## src/rtl/lif_pkg.sv

```systemverilog
// Shared types, sizing and arithmetic helpers for the multi-neuron LIF accumulator.
// The optional subtractive reset is selected by the LIF_SOFT_RESET_EN macro (see lif_leak_fire).
package lif_pkg;

    localparam int NEURON_ID_W        = 4;
    localparam int SCORE_W            = 5;
    localparam int V_W                = 12;
    localparam int DEFAULT_LEAK_SHIFT = 3;
    localparam int NUM_NEURONS        = 2 ** NEURON_ID_W;

    typedef enum logic [1:0] {
        ACCUM,
        SWEEP,
        EMIT,
        DONE
    } lif_state_e;

    // Membrane plus zero-extended score, clamped at full scale instead of wrapping.
    function automatic logic [V_W-1:0] sat_add(input logic [V_W-1:0]     v,
                                               input logic [SCORE_W-1:0] s);
        logic [V_W:0] sum;
        sum = {1'b0, v} + {{(V_W + 1 - SCORE_W){1'b0}}, s};
        return sum[V_W] ? {V_W{1'b1}} : sum[V_W-1:0];
    endfunction

    // Shift of zero disables the leak entirely rather than draining the membrane.
    function automatic logic [V_W-1:0] leak(input logic [V_W-1:0] v, input int shift);
        if (shift == 0) begin
            return v;
        end
        return v - (v >> shift);
    endfunction

endpackage

```

## src/rtl/lif_leak_fire.sv

```systemverilog
// Combinational leak, threshold compare and post-decision membrane value for one neuron.
// LIF_SOFT_RESET_EN keeps the residual above threshold on fire; otherwise the membrane is cleared.
module lif_leak_fire
    import lif_pkg::*;
#(
    parameter int LEAK_SHIFT = DEFAULT_LEAK_SHIFT
) (
    input  logic [V_W-1:0] v,
    input  logic [V_W-1:0] thr,
    output logic           fire,
    output logic [V_W-1:0] v_next
);

    logic [V_W-1:0] vl;

    always_comb begin
        vl   = leak(v, LEAK_SHIFT);
        fire = (vl >= thr);
`ifdef LIF_SOFT_RESET_EN
        v_next = fire ? (vl - thr) : vl;
`else
        v_next = fire ? '0 : vl;
`endif
    end

endmodule

```

## src/rtl/lif_multineuron_accum.sv

```systemverilog
// Per-neuron membrane accumulator with a timestep-end leak/fire sweep and spike output port.
// Reset behaviour on fire is chosen by LIF_SOFT_RESET_EN (subtractive when defined, hard otherwise).
module lif_multineuron_accum
    import lif_pkg::*;
#(
    parameter int LEAK_SHIFT = DEFAULT_LEAK_SHIFT
) (
    input  logic                   clk,
    input  logic                   rst_n,
    input  logic                   cand_valid,
    output logic                   cand_ready,
    input  logic [NEURON_ID_W-1:0] cand_neuron,
    input  logic [SCORE_W-1:0]     cand_score,
    input  logic                   timestep_end,
    input  logic [V_W-1:0]         v_threshold,
    output logic                   spike_valid,
    input  logic                   spike_ready,
    output logic [NEURON_ID_W-1:0] spike_neuron,
    output logic                   sweep_done,
    output logic                   busy,
    output logic                   ts_overrun
);

    lif_state_e             state_q, state_d;
    logic [NEURON_ID_W-1:0] idx_q, idx_d;
    logic [V_W-1:0]         thr_q, thr_d;
    logic [V_W-1:0]         v_q [NUM_NEURONS];
    logic [V_W-1:0]         v_d [NUM_NEURONS];
    logic                   spike_valid_q, spike_valid_d;
    logic [NEURON_ID_W-1:0] spike_neuron_q, spike_neuron_d;
    logic                   sweep_done_q, sweep_done_d;
    logic                   ts_overrun_q, ts_overrun_d;
    logic                   fire;
    logic [V_W-1:0]         v_next;

    lif_leak_fire #(
        .LEAK_SHIFT(LEAK_SHIFT)
    ) u_leak_fire (
        .v      (v_q[idx_q]),
        .thr    (thr_q),
        .fire   (fire),
        .v_next (v_next)
    );

    always_comb begin
        state_d        = state_q;
        idx_d          = idx_q;
        thr_d          = thr_q;
        v_d            = v_q;
        spike_valid_d  = spike_valid_q;
        spike_neuron_d = spike_neuron_q;
        ts_overrun_d   = ts_overrun_q | (timestep_end && (state_q != ACCUM));
        // Registered from the current state so the pulse follows the DONE cycle by one clock.
        sweep_done_d   = (state_q == DONE);

        case (state_q)
            ACCUM: begin
                // A candidate landing with timestep_end still belongs to the closing timestep.
                if (cand_valid) begin
                    v_d[cand_neuron] = sat_add(v_q[cand_neuron], cand_score);
                end
                if (timestep_end) begin
                    thr_d   = v_threshold;
                    idx_d   = '0;
                    state_d = SWEEP;
                end
            end
            SWEEP: begin
                v_d[idx_q] = v_next;
                if (fire) begin
                    spike_neuron_d = idx_q;
                    spike_valid_d  = 1'b1;
                    state_d        = EMIT;
                end else if (&idx_q) begin
                    state_d = DONE;
                end else begin
                    idx_d = idx_q + NEURON_ID_W'(1);
                end
            end
            EMIT: begin
                if (spike_ready) begin
                    spike_valid_d = 1'b0;
                    if (&idx_q) begin
                        state_d = DONE;
                    end else begin
                        idx_d   = idx_q + NEURON_ID_W'(1);
                        state_d = SWEEP;
                    end
                end
            end
            DONE: begin
                state_d = ACCUM;
            end
            default: begin
                state_d = ACCUM;
            end
        endcase
    end

    always_ff @(posedge clk or negedge rst_n) begin
        if (!rst_n) begin
            state_q        <= ACCUM;
            idx_q          <= '0;
            thr_q          <= '0;
            spike_valid_q  <= 1'b0;
            spike_neuron_q <= '0;
            sweep_done_q   <= 1'b0;
            ts_overrun_q   <= 1'b0;
            for (int i = 0; i < NUM_NEURONS; i++) begin
                v_q[i] <= '0;
            end
        end else begin
            state_q        <= state_d;
            idx_q          <= idx_d;
            thr_q          <= thr_d;
            spike_valid_q  <= spike_valid_d;
            spike_neuron_q <= spike_neuron_d;
            sweep_done_q   <= sweep_done_d;
            ts_overrun_q   <= ts_overrun_d;
            v_q            <= v_d;
        end
    end

    assign cand_ready   = (state_q == ACCUM);
    assign busy         = (state_q != ACCUM);
    assign spike_valid  = spike_valid_q;
    assign spike_neuron = spike_neuron_q;
    assign sweep_done   = sweep_done_q;
    assign ts_overrun   = ts_overrun_q;

endmodule

```

## config.mk

```make
export PLATFORM = sky130hd
export DESIGN_NAME = lif_multineuron_accum
export DESIGN_NICKNAME = d
export VERILOG_FILES = /design/src/rtl/lif_pkg.sv /design/src/rtl/lif_leak_fire.sv /design/src/rtl/lif_multineuron_accum.sv
export SDC_FILE = /design/constraint.sdc
export NUM_CORES = 1
export LEC_CHECK = 0
export BUFFER_PORTS_ARGS = -buffer_cell sky130_fd_sc_hd__clkbuf_2
export CORE_MARGIN = 5
export CORE_UTILIZATION = 45
export CTS_CLUSTER_SIZE = 16
export DETAILED_ROUTE_END_ITERATION = 8
export SETUP_SLACK_MARGIN = 0.15
export SKIP_CTS_REPAIR_TIMING = 1
export SLEW_MARGIN = 30
export SYNTH_ARGS = -nofsm -noshare
export SYNTH_HDL_FRONTEND = slang
export SYNTH_HIERARCHICAL = 1
export SYNTH_SLANG_ARGS = --single-unit
```

## constraint.sdc

```tcl
create_clock -name clk -period 13.2 [get_ports clk]
set_input_delay 2.64 -clock clk [delete_from_list [all_inputs] [get_ports clk]]
set_output_delay 2.64 -clock clk [all_outputs]
set_load 0.05 [all_outputs]
```

==> flow_summary.toml <==
[floorplan]
die_area_um2 = 35520
initial_core_util_pct = 45.54
placeableCoreArea_um2 = 31470
die_x_um = 188.5
die_h_um = 188.5
num_io_pins = 35
rows = 65

[setup_path]
crit_type = "flop to flop"
crit_arrival_ns = 7.38
startpoint = "idx_q[0]$_DFFE_PN0P_"
cp_max_fo = 37
crit_required_ns = 13.67
cp-end-kind = "flop"
reg2regPathDepth = 19
start_kind = "flop"
r2r_start = "idx_q[0]$_DFFE_PN0P_"

[grt]
grt_max_degree = 95
grt.overflow.total = 0
grtUsageTotal_pct = 31.29
grt_pass1_vias = 12720
antenna_found_initial = 1
grt_pass1_wl_mm = 83.73

[clocking]
cts-buffers-inserted = 27
cts.sinks = 217
clk_pin_slew_ns = 0.06
clk_latency_ns = 0.56
clk_path_buf_depth = 3
tritoncts = "done"
clockRootBuffer = "clkbuf_16"
htree_levels = 1

[timing]
finClkSkew_ns = 0.02048
hold_viol = 0
finalSetupTns_ns = 0
finalCritPeriodShare_pct = 52.30
final-max-slew-violation-count = 0
tightest_slew_ns = 1.081
rsz0062_at_grt = "no"
slew_headroom_pct = 27.46
finalSetupViolations = 0
fmax_mhz = 144.8
period_needed_ns = 6.904

[detailed_routing]
dr.pass1.iters = 6
drc = 0
routed_via_density = 7.180
wl_per_cell_um = 30.56
antenna_left = 0
drt_wl_total_mm = 56.23
first_iter_violations = 2030
vias = 13210

[status]
status = "complete, no violations"

[min_path]
min-delay-start = "ts_overrun$_DFF_PN0_"
hold_class = "flop to flop"
hold_depth = 1

[placement]
io_buffers = 34
hpwl_mm = 37.69
gp_congestion = 0.9450

[cells_and_area]
mostFrequentLayoutCells = "dfrtp_1 (215), o21ai_0 (177), nor2_1 (158), nand2_1 (114), mux4_2 (107)"
drive_above_1_share_pct = 19.33
n_fill_cell = 2823
nNetsFinal = 1480
area_growth_pct = 9.550
final_common_cell = "dfrtp_1"
antennaDiodeCount = 0

[synthesis]
synthSimpleGateAreaFrac_pct = 12.65
ys_types = 76
yosysWarnings = 6
ys_ff_latch = 217
syn_avg_cell_area_um2 = 9.995
synth_compound_gate_area_share_pct = 21.62
synthXorXnorAreaFrac_pct = 0.6111
syn-cell-area_um2 = 14330
synth_nets = 1496
synthCells = 1434
async_reset_ff_share_pct = 100.0
synth_edf_count = 0
muxShareOfSynthArea_pct = 19.55
synth_top_family_by_area = "compound AO/OA/AOI/OAI gates"
synthFlopType = "dfrtp_1"
synth-adder-area-share_pct = 3.247
synth-seq-area-share_pct = 37.89

[job]
maxCapViolCount = 0
[cell families after synthesis]
| group | after synthesis |
|---|---|
| AOI/OAI and AO/OA | 494 |
| xor gates and xnor gates | 10 |
| adders and majority gates | 36 |
| buffers and inverters | 148 |
| DFF | 217 |
| muxes | 133 |
| and+or+nand+nor | 396 |
[cell usage after synthesis, types with 4 or more instances]
cell type / count / share of area, %
a32oi_1: 15 / 0.92
nor2_1: 158 / 4.1
a21o_1: 11 / 0.58
nand3_1: 13 / 0.45
o21a_1: 6 / 0.31
nor2b_1: 12 / 0.52
a31oi_1: 31 / 1.4
nor3_1: 40 / 1.4
buf_6: 4 / 0.31
nand2_1: 114 / 3.0
o21ai_2: 8 / 0.49
nand4_1: 8 / 0.35
and3_1: 8 / 0.35
nand2b_1: 5 / 0.22
o21ai_1: 18 / 0.63
a221oi_1: 32 / 2.0
a21oi_1: 103 / 3.6
mux4_1: 6 / 1.1
mux4_2: 107 / 17
ha_1: 34 / 3.0
xnor2_1: 7 / 0.43
o21ai_0: 178 / 6.2
clkbuf_1: 68 / 1.8
and2_1: 15 / 0.65
o22ai_1: 6 / 0.26
buf_1: 15 / 0.39
dfrtp_1: 217 / 38
inv_1: 39 / 1.0
buf_2: 17 / 0.59
o221ai_1: 22 / 1.3
a211oi_1: 5 / 0.26
a22oi_1: 29 / 1.5
o211a_1: 5 / 0.35
mux2_2: 16 / 1.3
[flip-flops by register name, summed over array words and instances (netlist names)]
name,flops
v_q,192
thr_q,12
idx_q,4
spike_neuron,4
state_q,2
spike_valid,1
sweep_done,1
ts_overrun,1
[worst max-delay path: stages, from the launching register on]
cell and delay [ns]:
dfrtp_4 0.63, buf_4 0.71, mux4_2 0.60, mux4_2 0.56, inv_1 0.10, ha_1 0.16, inv_1 0.05, fa_1 0.40
a21o_1 0.22, a311oi_1 0.39, o22a_1 0.21, nand3_1 0.10, ha_1 0.31, a21o_1 0.18, a21oi_2 0.33, o21ai_4 0.19
nor2b_1 0.77, and2_1 0.50, a221oi_1 0.17, nor2_1 0.13
[stage by stage]
stage / worst slack, ns / hold WS, ns / cell area, µm² / cells / util [%]
after floorplan: 6.581 / 0.4647 / 14330 / 1434 / -
after global placement: 5.934 / 0.4408 / 14770 / 1790 / 46.93
after detailed placement: 6.057 / 0.4434 / 14830 / 1791 / 47.11
after CTS: 6.381 / 0.4562 / 15700 / 1840 / 49.87
after global routing: 5.922 / 0.4665 / 15700 / 1840 / 49.89
final: 6.296 / 0.4554 / 15700 / 1840 / 49.89
[metal layers]
metal | GRT usage [%] | up-vias | part of all wire (%)
met5 | 0 | - | 0
met4 | 16.45 | 0 | 6.1
met3 | 9.170 | 218 | 13
met2 | 46.39 | 1058 | 44
met1 | 41.79 | 6513 | 37
li1 | - | 5423 | -
[final cells by class]
type | count | area (µm²) | share of cell area, %
clock buffer | 40 | 794.5 | 5.060
clock inverter | 9 | 76.32 | 0.4861
inverter | 39 | 146.4 | 0.9323
multi-input combinational | 1069 | 8330 | 53.06
sequential | 217 | 5435 | 34.62
tap | 402 | 503.0 | 3.203
timing repair buffer | 64 | 415.4 | 2.646
[path summary, 6_finish.rpt]
path / slack [ns] / endpoint
max: 6.30 / v_q[122]$_DFFE_PN0P_
min: 0.46 / ts_overrun$_DFF_PN0_
max reg2reg: 6.30 / v_q[122]$_DFFE_PN0P_
min reg2reg: 0.46 / ts_overrun$_DFF_PN0_
max in group asynchronous: 9.78 / v_q[121]$_DFFE_PN0P_
min in group asynchronous: 2.11 / spike_neuron[2]$_DFFE_PN0P_
Power is left out: the tool's default activity adds up to more than one toggle a clock period on the data nets, which glitch-free logic cannot reach.
